$ cat config.mk
export PLATFORM = sky130hd
export DESIGN_NAME = config_commit_scheduler_flat
export DESIGN_NICKNAME = d
export VERILOG_FILES = /design/src/rtl/config_commit_scheduler_if.sv /design/src/rtl/config_commit_scheduler.sv /design/src/flat_wrapper.sv
export SDC_FILE = /design/constraint.sdc
export NUM_CORES = 1
export LEC_CHECK = 0
export ABC_AREA = 1
export CORE_MARGIN = 1
export CORE_UTILIZATION = 58
export CTS_CLUSTER_SIZE = 25
export DETAILED_ROUTE_END_ITERATION = 8
export PLACE_DENSITY_LB_ADDON = 0.1
export SKIP_LAST_GASP = 1
export SYNTH_ARGS = -nofsm -noshare
export SYNTH_HDL_FRONTEND = slang
export SYNTH_SLANG_ARGS = --single-unit
$ cat constraint.sdc
create_clock -name clk -period 6.3 [get_ports clk]
set_clock_uncertainty 0.2 [all_clocks]
set_input_delay 0.63 -clock clk [delete_from_list [all_inputs] [get_ports clk]]
set_output_delay 0.63 -clock clk [all_outputs]
set_load 0.03 [all_outputs]
$ cat src/rtl/config_commit_scheduler_if.sv
// Write port from spi_receiver into the config commit FIFO: valid/ready handshake with address and data.
interface config_commit_scheduler_if;
  logic       wr_valid;
  logic       wr_ready;
  logic [2:0] wr_addr;
  logic [5:0] wr_data;

  modport master (output wr_valid, output wr_addr, output wr_data, input wr_ready);
  modport slave  (input wr_valid, input wr_addr, input wr_data, output wr_ready);
endinterface

$ cat src/rtl/config_commit_scheduler.sv
// Queues display config writes and applies them inside vblank; target register updates one edge after the pop.
// wr_ready = !full from a registered flag, writes while full set sticky overflow; LINE_COMMIT_EN adds hblank colour commits.
module config_commit_scheduler #(
  parameter int         DEPTH          = 4,
  parameter logic [5:0] COLOR1_DEFAULT = 6'b110001,
  parameter logic [5:0] COLOR2_DEFAULT = 6'b010101,
  parameter logic [5:0] COLOR3_DEFAULT = 6'b001100,
  parameter logic [5:0] COLOR4_DEFAULT = 6'b101100,
  parameter logic [4:0] MISC_DEFAULT   = 5'b00110
) (
  input  logic                       clk,
  input  logic                       reset,
  config_commit_scheduler_if.slave   wr,
  input  logic                       vblank,
  input  logic                       hblank,
  input  logic                       clear_ovf,
  output logic [5:0]                 color1,
  output logic [5:0]                 color2,
  output logic [5:0]                 color3,
  output logic [5:0]                 color4,
  output logic [4:0]                 misc,
  output logic                       commit_pulse,
  output logic [$clog2(DEPTH):0]     pending,
  output logic                       overflow
);

  localparam int PTR_W = $clog2(DEPTH);
  localparam int CNT_W = PTR_W + 1;

  typedef struct packed {
    logic [2:0] addr;
    logic [5:0] data;
  } entry_t;

  typedef enum logic {IDLE, DRAIN} state_t;

  state_t             state_q, state_d;
  entry_t             mem [DEPTH];
  entry_t             head;
  logic [PTR_W-1:0]   wr_ptr, rd_ptr;
  logic [CNT_W-1:0]   count_q, count_d, budget_q, budget_d;
  logic               full_q;
  logic               vblank_q, vblank_rise;
  logic               push, pop, drain_pop, line_pop;

  assign head        = mem[rd_ptr];
  assign wr.wr_ready = !full_q;
  assign push        = wr.wr_valid && wr.wr_ready;
  assign vblank_rise = vblank && !vblank_q;
  assign pop         = (drain_pop || line_pop) && (count_q != '0);
  assign count_d     = count_q + CNT_W'(push) - CNT_W'(pop);
  assign pending     = count_q;

`ifdef LINE_COMMIT_EN
  // Only colour entries may slip in during hblank; a misc or reserved head waits for vblank.
  assign line_pop = hblank && !vblank && (head.addr < 3'd4);
`else
  logic unused_hblank;
  assign unused_hblank = hblank;
  assign line_pop      = 1'b0;
`endif

  always_ff @(posedge clk) begin
    if (push) mem[wr_ptr] <= entry_t'({wr.wr_addr, wr.wr_data});
  end

  always_ff @(posedge clk or posedge reset) begin
    if (reset) begin
      wr_ptr   <= '0;
      rd_ptr   <= '0;
      count_q  <= '0;
      full_q   <= 1'b0;
      overflow <= 1'b0;
      vblank_q <= 1'b0;
      state_q  <= IDLE;
      budget_q <= '0;
    end else begin
      if (push) wr_ptr <= wr_ptr + 1'b1;
      if (pop)  rd_ptr <= rd_ptr + 1'b1;
      count_q  <= count_d;
      full_q   <= (count_d == CNT_W'(DEPTH));
      vblank_q <= vblank;
      state_q  <= state_d;
      budget_q <= budget_d;
      // A new overflow event outranks a simultaneous clear.
      if (wr.wr_valid && !wr.wr_ready) overflow <= 1'b1;
      else if (clear_ovf)              overflow <= 1'b0;
    end
  end

  // Budget is latched at the window start so entries pushed mid-window wait for the next frame.
  always_comb begin
    state_d   = state_q;
    budget_d  = budget_q;
    drain_pop = 1'b0;
    case (state_q)
      IDLE: begin
        if (vblank_rise && (count_q != '0)) begin
          state_d  = DRAIN;
          budget_d = count_q;
        end
      end
      DRAIN: begin
        if (!vblank || (budget_q == '0)) begin
          state_d = IDLE;
        end else begin
          drain_pop = 1'b1;
          budget_d  = budget_q - 1'b1;
          if (budget_q == CNT_W'(1)) state_d = IDLE;
        end
      end
      default: state_d = IDLE;
    endcase
  end

  always_ff @(posedge clk or posedge reset) begin
    if (reset) begin
      color1       <= COLOR1_DEFAULT;
      color2       <= COLOR2_DEFAULT;
      color3       <= COLOR3_DEFAULT;
      color4       <= COLOR4_DEFAULT;
      misc         <= MISC_DEFAULT;
      commit_pulse <= 1'b0;
    end else begin
      commit_pulse <= pop;
      if (pop) begin
        case (head.addr)
          3'd0:    color1 <= head.data;
          3'd1:    color2 <= head.data;
          3'd2:    color3 <= head.data;
          3'd3:    color4 <= head.data;
          3'd4:    misc   <= head.data[4:0];
          default: ;
        endcase
      end
    end
  end

endmodule

$ cat src/flat_wrapper.sv
// flat-port wrapper written by rule: the top's interface ports become plain ports
module config_commit_scheduler_flat 
#(
  parameter int         DEPTH          = 4,
  parameter logic [5:0] COLOR1_DEFAULT = 6'b110001,
  parameter logic [5:0] COLOR2_DEFAULT = 6'b010101,
  parameter logic [5:0] COLOR3_DEFAULT = 6'b001100,
  parameter logic [5:0] COLOR4_DEFAULT = 6'b101100,
  parameter logic [4:0] MISC_DEFAULT   = 5'b00110
)
  (clk, reset, vblank, hblank, clear_ovf, color1, color2, color3, color4, misc, commit_pulse, pending, overflow, wr_wr_valid, wr_wr_addr, wr_wr_data, wr_wr_ready);
  config_commit_scheduler_if wr_i ();
  input  logic clk;
  input  logic reset;
  input  logic vblank;
  input  logic hblank;
  input  logic clear_ovf;
  output logic [5:0] color1;
  output logic [5:0] color2;
  output logic [5:0] color3;
  output logic [5:0] color4;
  output logic [4:0] misc;
  output logic commit_pulse;
  output logic [$clog2(DEPTH):0] pending;
  output logic overflow;
  input wire logic [$bits(wr_i.wr_valid)-1:0] wr_wr_valid;
  input wire logic [$bits(wr_i.wr_addr)-1:0] wr_wr_addr;
  input wire logic [$bits(wr_i.wr_data)-1:0] wr_wr_data;
  output wire logic [$bits(wr_i.wr_ready)-1:0] wr_wr_ready;
  assign wr_i.wr_valid = wr_wr_valid;
  assign wr_i.wr_addr = wr_wr_addr;
  assign wr_i.wr_data = wr_wr_data;
  assign wr_wr_ready = wr_i.wr_ready;
  config_commit_scheduler #(.DEPTH(DEPTH), .COLOR1_DEFAULT(COLOR1_DEFAULT), .COLOR2_DEFAULT(COLOR2_DEFAULT), .COLOR3_DEFAULT(COLOR3_DEFAULT), .COLOR4_DEFAULT(COLOR4_DEFAULT), .MISC_DEFAULT(MISC_DEFAULT)) u_core (.clk(clk), .reset(reset), .wr(wr_i), .vblank(vblank), .hblank(hblank), .clear_ovf(clear_ovf), .color1(color1), .color2(color2), .color3(color3), .color4(color4), .misc(misc), .commit_pulse(commit_pulse), .pending(pending), .overflow(overflow));
endmodule
==> impl_results.html, run 1 <==
<table>
<tr><th>Metric</th><th>Value</th></tr>
<tr><th colspan="2">Floorplan</th></tr>
<tr><td>Full die area</td><td>6480 um^2</td></tr>
<tr><td>Horizontal extent of the die</td><td>80.5 um</td></tr>
<tr><td>Initial core utilization</td><td>0.604</td></tr>
<tr><td>Die Y</td><td>80.5 um</td></tr>
<tr><td>Core Footprint</td><td>5920 um^2</td></tr>
<tr><td>Cell Rows</td><td>28</td></tr>
<tr><td>Io pins</td><td>50</td></tr>
<tr><th colspan="2">STA</th></tr>
<tr><td>Measured slew at the worst slew-check pin</td><td>855 ps</td></tr>
<tr><td>Fraction of the cycle the final worst path needs</td><td>0.425</td></tr>
<tr><td>Final setup viols</td><td>0</td></tr>
<tr><td>Final Max Slew Viols</td><td>0</td></tr>
<tr><td>RSZ-0062 raised after global routing</td><td>no</td></tr>
<tr><td>Final-report hold violation count</td><td>0</td></tr>
<tr><td>Setup Total Neg Slack</td><td>0 ps</td></tr>
<tr><td>Minimum clock period</td><td>2680 ps</td></tr>
<tr><td>Max Clock Freq</td><td>0.374 GHz</td></tr>
<tr><td>Max-slew headroom</td><td>0.428</td></tr>
<tr><th colspan="2">Status</th></tr>
<tr><td>Run status</td><td>finished clean</td></tr>
<tr><th colspan="2">Synthesis</th></tr>
<tr><td>Number of synthesized register bits</td><td>80</td></tr>
<tr><td>Syn_area_per_cell</td><td>10.9 um^2</td></tr>
<tr><td>Seq/Total Area, Yosys</td><td>0.615</td></tr>
<tr><td>Count of mapped cells out of synthesis</td><td>329</td></tr>
<tr><td>Netlist Area Pre-Place</td><td>3570 um^2</td></tr>
<tr><td>Synthesized net count</td><td>354</td></tr>
<tr><td>Cell variety after synth</td><td>27</td></tr>
<tr><td>Total of warnings raised by yosys</td><td>0</td></tr>
<tr><th colspan="2">CTS</th></tr>
<tr><td>Root buffer cell</td><td>clkbuf_8</td></tr>
<tr><td>Source-to-sink clock delay at the later pin of the worst-skew pair</td><td>340 ps</td></tr>
<tr><td>Number of instances resized during post-cts repair</td><td>0</td></tr>
<tr><td>Clock tree from TritonCTS</td><td>yes</td></tr>
<tr><td>Clock slew seen by the registers of the worst setup and hold paths</td><td>70 ps</td></tr>
<tr><td>Number of hold-repair buffers added at the cts stage</td><td>0</td></tr>
<tr><td>Clock Sinks</td><td>80</td></tr>
<tr><td>Number of post-CTS setup repair buffers</td><td>0</td></tr>
<tr><td>H-tree depth</td><td>3</td></tr>
<tr><td>Inserted Clock Buffers</td><td>9</td></tr>
<tr><td>Max clock buf depth</td><td>2</td></tr>
<tr><th colspan="2">Routing</th></tr>
<tr><td>Post-DR wirelength/cell</td><td>14.0 um</td></tr>
<tr><td>Drc violations</td><td>0</td></tr>
<tr><td>First-iteration detailed-routing DRC count</td><td>108</td></tr>
<tr><td>Post-DR vias/cell</td><td>5.14</td></tr>
<tr><td>Count of nets left with antenna violations after detail routing</td><td>0</td></tr>
<tr><td>DR pass1 iterations</td><td>4</td></tr>
<tr><td>Count of vias placed by the detailed router</td><td>2,376</td></tr>
<tr><td>Wirelength, routed</td><td>6.46 mm</td></tr>
<tr><th colspan="2">Global routing</th></tr>
<tr><td>Gr usage total</td><td>0.224</td></tr>
<tr><td>Vias in the first global route</td><td>2,319</td></tr>
<tr><td>Maximum number of pins on one net before global-route repair</td><td>45</td></tr>
<tr><td>Global-route wire length before repair</td><td>10.5 mm</td></tr>
<tr><td>Total congestion overflow</td><td>0</td></tr>
<tr><td>Number of antenna violations at the first check in global routing</td><td>0</td></tr>
<tr><th colspan="2">Place</th></tr>
<tr><td>Quantity of I/O buffers inserted on ports</td><td>48</td></tr>
<tr><td>DP HPWL</td><td>4.46 mm</td></tr>
<tr><td>Cell Count Post-Placement</td><td>446</td></tr>
<tr><td>Final Wtd Congestion</td><td>0.744</td></tr>
<tr><th colspan="2">Setup path</th></tr>
<tr><td>Start-to-end type of the worst setup path</td><td>input port to flop</td></tr>
<tr><td>Worst-path cell chain</td><td>clkdlybuf4s50_1, nand2_1, nor2_2, nand2_2, inv_1, ha_1, inv_1, ha_1, fa_1, xor2_1, nand2_1, nor2_1</td></tr>
<tr><td>Category of cells accounting for the largest share of critical-path delay</td><td>adder cells</td></tr>
<tr><td>Maximum fanout encountered on the critical timing path</td><td>4</td></tr>
<tr><td>Delay contributed by the slowest stage of the critical path</td><td>460 ps</td></tr>
<tr><td>Crit path buf inv count</td><td>3</td></tr>
<tr><td>Nature of the critical path startpoint</td><td>input port</td></tr>
<tr><td>Slowest cell on the critical path</td><td>clkdlybuf4s50_1</td></tr>
<tr><td>Endpoint arrival time on the critical path</td><td>2760 ps</td></tr>
<tr><td>Critical path endpoint category</td><td>flop</td></tr>
<tr><td>Required time of the worst setup path</td><td>6380 ps</td></tr>
<tr><th colspan="2">Power and ir drop</th></tr>
<tr><td>Switching power share of the total</td><td>0.413</td></tr>
<tr><td>Static Leak</td><td>1.89 nW</td></tr>
<tr><td>Sw power</td><td>0.897 mW</td></tr>
<tr><td>Portion of total power attributed to combinational logic</td><td>0.435</td></tr>
<tr><td>Peak supply drop</td><td>0.000245 V</td></tr>
<tr><td>Power per cell area</td><td>505 nW/um^2</td></tr>
<tr><td>Pint</td><td>1.27 mW</td></tr>
<tr><td>Clock network fraction of total power</td><td>0.186</td></tr>
<tr><td>Fraction of power consumed by sequential logic</td><td>0.378</td></tr>
<tr><th colspan="2">Flow run</th></tr>
<tr><td>Max-cap check violation count</td><td>0</td></tr>
<tr><th colspan="2">Hold path</th></tr>
<tr><td>Worst min-delay path category</td><td>flop to flop</td></tr>
<tr><th colspan="2">Finish</th></tr>
<tr><td>Synthesis-to-layout area growth</td><td>20.3%</td></tr>
<tr><td>Finished Layout Cells</td><td>462</td></tr>
<tr><td>Antenna Diode Count</td><td>0</td></tr>
<tr><td>Fin nets</td><td>407</td></tr>
<tr><td>Share of cells above drive strength 1</td><td>0.168</td></tr>
</table>
## power groups by stage
stage          combinational, mW  sequential [mW]  clock [mW]
5_1_grt                     1.05            0.836       0.432
4_1_cts                    0.955            0.822       0.409
6_report                   0.945            0.821       0.405
2_1_floorplan              0.567            0.938           0
3_5_place_dp               0.949            0.831           0
3_3_place_gp               0.922            0.825           0
## final timing paths
path                                  start                  to  slack [ps]  cells after the start
setup / recovery                     vblank       u_core.full_q        3620                     12
hold / removal             u_core.color1[5]    u_core.color1[5]         260                      2
setup reg to reg           u_core.rd_ptr[0]    u_core.color3[5]        3670                      7
hold reg to reg            u_core.color1[5]    u_core.color1[5]         260                      2
max in group asynchronous             reset      u_core.misc[2]        4990                      3
min in group asynchronous             reset  u_core.budget_q[2]         520                      3
## worst min-delay path, delay by kind of cell, from the launching register on
kind,cells,cell delay (ps)
flip-flops,1,370
AND/OR/NAND/NOR,2,90
## metal layers
metal  share of wire  global-route usage  wire (um)  vias up
met3           0.048              0.0545        313       12
met2            0.52               0.375       3360       64
met4           0.017               0.104        112        0
li1                -                   -          -     1172
met5               0                   0          0        -
met1            0.41               0.274       2680     1128
## cell families (layout without fill, tap and decap cells)
group / after synthesis / after routing / share of synthesized area
buf+inv: 33 / 91 / 0.0494
simple gates: 174 / 174 / 0.239
xor+xnor: 4 / 4 / 0.00981
compound gates: 28 / 28 / 0.0490
fa+ha+maj: 10 / 10 / 0.0371
flops: 80 / 80 / 0.615
## flip-flops by register name, summed over array words and instances (netlist names)
signal and count:
u_core.mem 36, u_core.misc 5, u_core.color2 6, u_core.color1 6
u_core.vblank_q 1, u_core.commit_pulse 1, u_core.state_q 1, u_core.color3 6
u_core.pending 3, u_core.rd_ptr 2, u_core.overflow 1, u_core.full_q 1
u_core.budget_q 3, u_core.color4 6, u_core.wr_ptr 2
## placed cells by master (no fill, tap or decap)
master	synthesis	final
inv_1	23	23
edfxtp_1	36	36
fa_1	1	1
o21ai_0	20	20
nor2_8	2	2
clkdlybuf4s50_1	0	48
dfstp_2	13	13
buf_4	1	1
o22ai_1	1	1
a21oi_4	1	1
inv_2	1	1
nand3_1	24	24
xnor2_1	1	1
nor2_2	1	1
dfrtp_1	31	31
nor2_4	3	3
bufinv_16	0	2
o21ai_2	6	6
clkbuf_8	0	10
nand2_4	6	6
xor2_1	3	3
nor2_1	30	30
inv_6	2	2
ha_1	9	9
nand2_2	10	10
clkbuf_1	0	3
nand2_1	92	92
clkinv_2	0	1
nand3_2	5	5
nand3_4	1	1
## synthesized netlist by cell type
cell / number / area share
xnor2_1: 1 / 0.0025
nand2_4: 6 / 0.019
nor2_8: 2 / 0.011
nand3_4: 1 / 0.0049
o22ai_1: 1 / 0.0018
nor2_2: 1 / 0.0018
dfrtp_1: 31 / 0.22
ha_1: 9 / 0.032
inv_6: 2 / 0.0049
nand3_2: 5 / 0.014
nor2_4: 3 / 0.0095
fa_1: 1 / 0.0056
buf_4: 1 / 0.0021
xor2_1: 3 / 0.0074
inv_2: 1 / 0.0010
nor2_1: 30 / 0.032
nand3_1: 24 / 0.034
edfxtp_1: 36 / 0.30
dfstp_2: 13 / 0.096
o21ai_2: 6 / 0.015
inv_1: 23 / 0.024
buf_6: 5 / 0.016
buf_2: 1 / 0.0014
o21ai_0: 20 / 0.028
nand2_1: 92 / 0.097
nand2_2: 10 / 0.018
a21oi_4: 1 / 0.0046
## layout make-up
cell class / count / area [um^2]
Inverter: 26 / 108
Fill cell: 428 / 1620
Tap cell: 75 / 93.8
Multi-Input combinational cell: 216 / 1200
Clock buffer: 13 / 149
Timing Repair Buffer: 49 / 488
Sequential cell: 80 / 2200
Clock inverter: 3 / 65.1
## through the flow
step / power (mW) / area, um^2 / hold WS, ps / utilization / worst slack [ps]
final: 2.17 / 4300 / 262 / 0.726 / 3620
after detailed placement: 1.78 / 4090 / 250 / 0.690 / 3270
after floorplan: 1.51 / 3570 / 294 / - / 3910
after global placement: 1.75 / 4090 / 249 / 0.690 / 3310
after CTS: 2.19 / 4300 / 264 / 0.726 / 3640
after global routing: 2.31 / 4300 / 286 / 0.726 / 3450
(Power assumes the default switching activity.)
==> run 2: changes to the inputs <==
--- a/config.mk
+++ b/config.mk
@@ -7,7 +7,7 @@
 export LEC_CHECK = 0
 export ABC_AREA = 1
 export CORE_MARGIN = 1
-export CORE_UTILIZATION = 58
+export CORE_UTILIZATION = 54
 export CTS_CLUSTER_SIZE = 25
 export DETAILED_ROUTE_END_ITERATION = 8
 export PLACE_DENSITY_LB_ADDON = 0.1
==> constraint.sdc (replaced) <==
create_clock -name clk -period 2.5 [get_ports clk]
set_clock_uncertainty 0.2 [all_clocks]
set_input_delay 0.25 -clock clk [delete_from_list [all_inputs] [get_ports clk]]
set_output_delay 0.25 -clock clk [all_outputs]
set_load 0.03 [all_outputs]
==> run 2 against run 1 <==
  * Via count grew 1.1%
  * Worst hold slack lost 120 ps
  * Combinational power grew to 2.8 times the previous value
  * Largest power group unchanged
  * Global-route usage shrank 1.9 points
  * Critical endpoint unchanged
  * Non-clock buffer count grew 12
  * Utilization shrank 3.3 points
  * Die area grew 7.2%
  * Register-to-register slack lost 3500 ps
  * Largest cell class unchanged
  * Critical path depth grew 1
  * Sequential share of layout area shrank 1.5 points
  * Wire length shrank 1.1%
  * Sequential power grew 150%
==> impl_results.html, run 2 (synthesis gave the netlist of run 1 again) <==
<table>
<tr><th>Metric</th><th>Value</th></tr>
<tr><th colspan="2">Global routing</th></tr>
<tr><td>Number of antenna violations at the first check in global routing</td><td>0</td></tr>
<tr><td>Gr usage total</td><td>0.205</td></tr>
<tr><td>Total congestion overflow</td><td>0</td></tr>
<tr><td>Global-route wire length before repair</td><td>10.9 mm</td></tr>
<tr><td>Maximum number of pins on one net before global-route repair</td><td>45</td></tr>
<tr><td>Vias in the first global route</td><td>2,309</td></tr>
<tr><th colspan="2">Finish</th></tr>
<tr><td>Share of cells above drive strength 1</td><td>0.216</td></tr>
<tr><td>Fin nets</td><td>419</td></tr>
<tr><td>Register with the highest flop count</td><td>u_core.mem</td></tr>
<tr><td>Filler cell count</td><td>488</td></tr>
<tr><td>Largest register FFs</td><td>36</td></tr>
<tr><td>Synthesis-to-layout area growth</td><td>24.0%</td></tr>
<tr><td>Most frequent standard cell in the layout excluding fill and tap cells</td><td>nand2_1</td></tr>
<tr><td>Reg area</td><td>2200 um^2</td></tr>
<tr><td>Area taken by multi-input logic gates</td><td>1240 um^2</td></tr>
<tr><td>Cell area after layout</td><td>4430 um^2</td></tr>
<tr><td>Highest-count cells in the layout ignoring fill and taps</td><td>nand2_1, clkdlybuf4s50_1, edfxtp_1</td></tr>
<tr><td>Antenna Diode Count</td><td>0</td></tr>
<tr><th colspan="2">STA</th></tr>
<tr><td>Final-report hold violation count</td><td>0</td></tr>
<tr><td>Setup Total Neg Slack</td><td>0 ps</td></tr>
<tr><td>Hold slack</td><td>146 ps</td></tr>
<tr><td>Final Max Slew Viols</td><td>0</td></tr>
<tr><td>Final setup viols</td><td>0</td></tr>
<tr><td>RSZ-0062 raised after global routing</td><td>no</td></tr>
<tr><td>Measured slew at the worst slew-check pin</td><td>538 ps</td></tr>
<tr><td>Fraction of the cycle the final worst path needs</td><td>0.947</td></tr>
<tr><td>Max-slew headroom</td><td>0.641</td></tr>
<tr><td>Minimum clock period</td><td>2370 ps</td></tr>
<tr><td>Max Clock Freq</td><td>0.422 GHz</td></tr>
<tr><th colspan="2">Setup path</th></tr>
<tr><td>Worst-path cell chain</td><td>inv_2, ha_4, ha_4, nor2_2, nand2_2, inv_2, ha_4, inv_1, ha_2, fa_2, xor2_1, nand2_1, nor2_1</td></tr>
<tr><td>Nature of the critical path startpoint</td><td>flop</td></tr>
<tr><td>Required time of the worst setup path</td><td>2580 ps</td></tr>
<tr><td>Slowest cell on the critical path</td><td>dfrtp_1</td></tr>
<tr><td>Start-to-end type of the worst setup path</td><td>flop to flop</td></tr>
<tr><td>Category of cells accounting for the largest share of critical-path delay</td><td>adder cells</td></tr>
<tr><td>Critical Path Most Common Cell</td><td>ha_4</td></tr>
<tr><td>Delay contributed by the slowest stage of the critical path</td><td>410 ps</td></tr>
<tr><td>Path depth of the worst reg2reg path</td><td>13</td></tr>
<tr><td>Maximum fanout encountered on the critical timing path</td><td>2</td></tr>
<tr><td>Critical path endpoint category</td><td>flop</td></tr>
<tr><td>Endpoint arrival time on the critical path</td><td>2450 ps</td></tr>
<tr><td>Crit path buf inv count</td><td>3</td></tr>
<tr><td>WP depth</td><td>13</td></tr>
<tr><th colspan="2">Floorplan</th></tr>
<tr><td>Io pins</td><td>50</td></tr>
<tr><td>Cell Rows</td><td>29</td></tr>
<tr><td>Die Y</td><td>83.3 um</td></tr>
<tr><td>Initial core utilization</td><td>0.560</td></tr>
<tr><td>Full die area</td><td>6950 um^2</td></tr>
<tr><td>Core Footprint</td><td>6390 um^2</td></tr>
<tr><td>Horizontal extent of the die</td><td>83.3 um</td></tr>
<tr><th colspan="2">Routing</th></tr>
<tr><td>First-iteration detailed-routing DRC count</td><td>154</td></tr>
<tr><td>Routed met1 length</td><td>2.86 mm</td></tr>
<tr><td>Post-DR wirelength/cell</td><td>13.4 um</td></tr>
<tr><td>Count of vias placed by the detailed router</td><td>2,401</td></tr>
<tr><td>DR pass1 iterations</td><td>4</td></tr>
<tr><td>Drc violations</td><td>0</td></tr>
<tr><td>Routed length on met2</td><td>3.16 mm</td></tr>
<tr><td>Highest metal layer with signal wires</td><td>met4</td></tr>
<tr><td>Met3 wire length</td><td>250 um</td></tr>
<tr><td>Post-DR vias/cell</td><td>5.04</td></tr>
<tr><td>Wirelength, routed</td><td>6.39 mm</td></tr>
<tr><td>Count of nets left with antenna violations after detail routing</td><td>0</td></tr>
<tr><th colspan="2">CTS</th></tr>
<tr><td>Clock slew seen by the registers of the worst setup and hold paths</td><td>80 ps</td></tr>
<tr><td>Max clock buf depth</td><td>2</td></tr>
<tr><td>Inserted Clock Buffers</td><td>9</td></tr>
<tr><td>H-tree depth</td><td>3</td></tr>
<tr><td>Clock Sinks</td><td>80</td></tr>
<tr><td>Number of hold-repair buffers added at the cts stage</td><td>0</td></tr>
<tr><td>Source-to-sink clock delay at the later pin of the worst-skew pair</td><td>340 ps</td></tr>
<tr><td>Root buffer cell</td><td>clkbuf_8</td></tr>
<tr><td>Clock tree from TritonCTS</td><td>yes</td></tr>
<tr><th colspan="2">Place</th></tr>
<tr><td>Placed Area</td><td>4160 um^2</td></tr>
<tr><td>Final Wtd Congestion</td><td>0.805</td></tr>
<tr><td>DP HPWL</td><td>4.51 mm</td></tr>
<tr><td>Quantity of I/O buffers inserted on ports</td><td>48</td></tr>
<tr><th colspan="2">Hold path</th></tr>
<tr><td>Worst min-delay path category</td><td>input port to asynchronous set/reset pin</td></tr>
<tr><th colspan="2">Status</th></tr>
<tr><td>Run status</td><td>finished clean</td></tr>
<tr><th colspan="2">Power and ir drop</th></tr>
<tr><td>Power Total</td><td>5.62 mW</td></tr>
<tr><td>Power per cell area</td><td>1270 nW/um^2</td></tr>
<tr><td>Static Leak</td><td>1.95 nW</td></tr>
<tr><td>Peak supply drop</td><td>0.000685 V</td></tr>
<tr><th colspan="2">Flow run</th></tr>
<tr><td>Max-cap check violation count</td><td>0</td></tr>
</table>
[run 2: cell count changes in the layout (fill, tap and decap cells not counted), sizes merged]
cell,before,now
buf,1,13
bufinv,2,1
clkbuf,13,14
clkinv,1,0
inv,26,27
[run 2: path summary, 6_finish.rpt]
| path | from | endpoint | slack [ps] |
|---|---|---|---|
| hold reg to reg | u_core.color1[4] | u_core.color1[4] | 260 |
| max in group asynchronous | reset | u_core.color2[0] | 1570 |
| min in group clk | vblank | u_core.vblank_q | 200 |
| setup reg to reg | u_core.budget_q[0] | u_core.full_q | 130 |
| setup / recovery | u_core.budget_q[0] | u_core.full_q | 130 |
| hold / removal | reset | u_core.budget_q[2] | 150 |
[run 2: power breakdown]
part / internal (mW) / switching, mW
clock: 0.545 / 0.434
sequential: 1.80 / 0.237
combinational: 0.954 / 1.65
total: 3.30 / 2.32
[run 2: cell type report]
| class | count | share of cell area |
|---|---|---|
| clock inverters | 2 | 0.00819 |
| multi-input cells | 216 | 0.280 |
| well taps | 77 | 0.0217 |
| repair buffers | 61 | 0.130 |
| inverters | 26 | 0.0243 |
| flip-flops and latches | 80 | 0.496 |
| clock buffers | 14 | 0.0390 |
[run 2: layer usage]
metal | vias up | track usage
li1 | 1203 | -
met1 | 1125 | 0.267
met2 | 62 | 0.338
met3 | 11 | 0.0417
met4 | 0 | 0.0846
met5 | - | 0
[run 2: timing repair]
item,in CTS,in global routing
pin swaps,0,5
resized for setup,0,10
endpoints found under the setup margin,1,2
setup buffers,1,2
endpoints found under the hold margin,0,0
[run 2: stage by stage]
stage / instances / setup WS, ps / util
6_report: 476 / 133 / 0.694
5_1_grt: 476 / 9.17 / 0.694
4_1_cts: 474 / 16.9 / 0.685
3_5_place_dp: 457 / 44.7 / 0.651
3_3_place_gp: 457 / 99.9 / 0.651
2_1_floorplan: 329 / 112 / -
[run 2: tightest hold or removal path, stage by stage]
cell and delay, ps:
clkdlybuf4s50_1 400, inv_1 50, buf_4 450
==> variant (config.mk and constraints of run 2) <==
`DEPTH` is set to 4 in 2 places; all go to 8.
--- a/src/rtl/config_commit_scheduler.sv
+++ b/src/rtl/config_commit_scheduler.sv
@@ -2,5 +2,5 @@
 // wr_ready = !full from a registered flag, writes while full set sticky overflow; LINE_COMMIT_EN adds hblank colour commits.
 module config_commit_scheduler #(
-  parameter int         DEPTH          = 4,
+  parameter int         DEPTH          = 8,
   parameter logic [5:0] COLOR1_DEFAULT = 6'b110001,
   parameter logic [5:0] COLOR2_DEFAULT = 6'b010101,
--- a/src/flat_wrapper.sv
+++ b/src/flat_wrapper.sv
@@ -2,5 +2,5 @@
 module config_commit_scheduler_flat 
 #(
-  parameter int         DEPTH          = 4,
+  parameter int         DEPTH          = 8,
   parameter logic [5:0] COLOR1_DEFAULT = 6'b110001,
   parameter logic [5:0] COLOR2_DEFAULT = 6'b010101,
Ports: changed (resized pending); port bits go from 50 to 51. The function was not compared with the original's and may differ.
==> variant against run 2 <==
Via count grew 55%. Clock power grew to 2.5 times the old value. Critical path depth shrank 1. Wire length grew 74%. Global-route usage grew 4.0 points. First-iteration DRC count grew 43%. Sequential share of layout area grew 0.88 points. Hold slack lost 26 ps. Synthesized area grew 47%. Sequential cell count grew 40. Cell area grew 51%. Setup slack lost 26 ps. Count of clock-buffer cells in the layout grew 3. Total power grew 67%. Largest cell class unchanged.
==> variant: results (changes against run 2) <==
status=complete, no violations; first-pass GRT wire length=18.1 mm (+67%); WL final=11.1 mm (+74%); CP peak stage delay=520 ps (+110 ps); H-tree lvl count=4 (+1); top cells by count, synth=nand2_1 (133), edfxtp_1 (72), nand3_1 (51); Iter 0 DRT Violations=220 (+43%); Worst R2R Setup Slack=110 ps (-30 ps); P_leak=2.87 nW (+47%); Hold/Removal Path Class=in -> reg; placed instance count=689 (+51%); syn nets=527 (+49%); port bufs=49 (+2.1%); TritonCTS Buffers=17 (+8); Clock transition at path regs=60 ps (-20 ps); dpl hpwl=7.37 mm (+64%); total track usage=24.6% (+4.0 points); vias in the first global route=3,883 (+68%); DP Area=6030 um2 (+45%); vias=3,726 (+55%); Worst path slowest cell=fa_2; Crit path arrival time=2610 ps (+160 ps); crit-path max FO=3 (+1); sequential fraction of the synthesis area=64.5% (+3.0 points); R2R cell count=12 (-1); ys async rst share=40.0% (-15 points); largest net degree at the start of global routing=28 (-38%); worst relative slew slack=67.6% (+3.5 points); worst skew pair latency=520 ps (+180 ps); DP Worst Slack=-49.8 ps (-94.5 ps); Layout Nets=606 (+45%); Avg Inst Size Synth=10.4 um2 (-4.0%); gpl congestion=0.822 (+2.1%); max reg flops=72 (+100%)
[variant: cells by family after synthesis]
| logic type | synth area share, % |
|---|---|
| simple gates | 21.2 |
| xor+xnor | 1.00 |
| compound gates | 4.97 |
| buf+inv | 5.78 |
| flops | 64.5 |
| fa+ha+maj | 2.53 |
[variant: per-stage QoR]
| step | power (mW) | setup TNS, ps | hold slack [ps] |
|---|---|---|---|
| after floorplan | 5.58 | 0 | 81.4 |
| after global placement | 6.69 | 0 | 252 |
| after detailed placement | 6.81 | -49.8 | 252 |
| after CTS | 9.33 | 0 | 101 |
| after global routing | 9.96 | -9.41 | 130 |
| final | 9.38 | 0 | 120 |
[variant: where the power goes]
part	switching, mW	internal (mW)
registers	0.281	2.67
logic	2.56	1.41
clock network	0.917	1.54
[variant: final cells by class]
type / count / area [um2] / area share (%)
multi-input combinational: 317 / 1650 / 24.6
clock buffer: 17 / 414 / 6.18
tap: 129 / 161 / 2.41
clock inverter: 15 / 193 / 2.87
timing repair buffer: 75 / 701 / 10.5
inverter: 50 / 198 / 2.95
sequential: 120 / 3380 / 50.5
[variant: what timing repair did]
action                                  4_1_cts  5_1_grt
buffers inserted                              0        1
cloned                                        0        0
hold buffers                                  1        0
hold endpoints to repair                     19        0
resized for setup                             3       10
endpoints found under the setup margin        1        1
pin swaps                                     0        3
[variant: worst max-delay path by stage]
stage / startpoint / end / slack (ps) / cells past startpoint
6_report: u_core.pending[2] / u_core.full_q / 110 / 12
5_1_grt: u_core.budget_q[0] / u_core.full_q / -9 / 12
4_1_cts: u_core.budget_q[0] / u_core.full_q / 10 / 12
3_5_place_dp: vblank / u_core.full_q / -50 / 10
3_3_place_gp: vblank / u_core.full_q / 20 / 10
2_1_floorplan: u_core.pending[2] / u_core.full_q / 7 / 12
[variant: worst reg2reg max path: stages, from the launching register on]
cell     delay (ps)
dfrtp_2         420
inv_4            80
ha_4            130
nand3_4          70
nand4_4         110
inv_4            50
ha_4            230
inv_2            60
ha_4            130
inv_2            30
fa_2            520
inv_2            50
nor4_2          240
[variant: layer usage]
metal / wire [um] / share of wire, % / GRT usage (%)
met5: 0 / 0 / 0
met4: 70 / 0.63 / 11.5
met3: 604 / 5.4 / 6.52
met2: 5850 / 52 / 41.5
met1: 4620 / 41 / 29.5
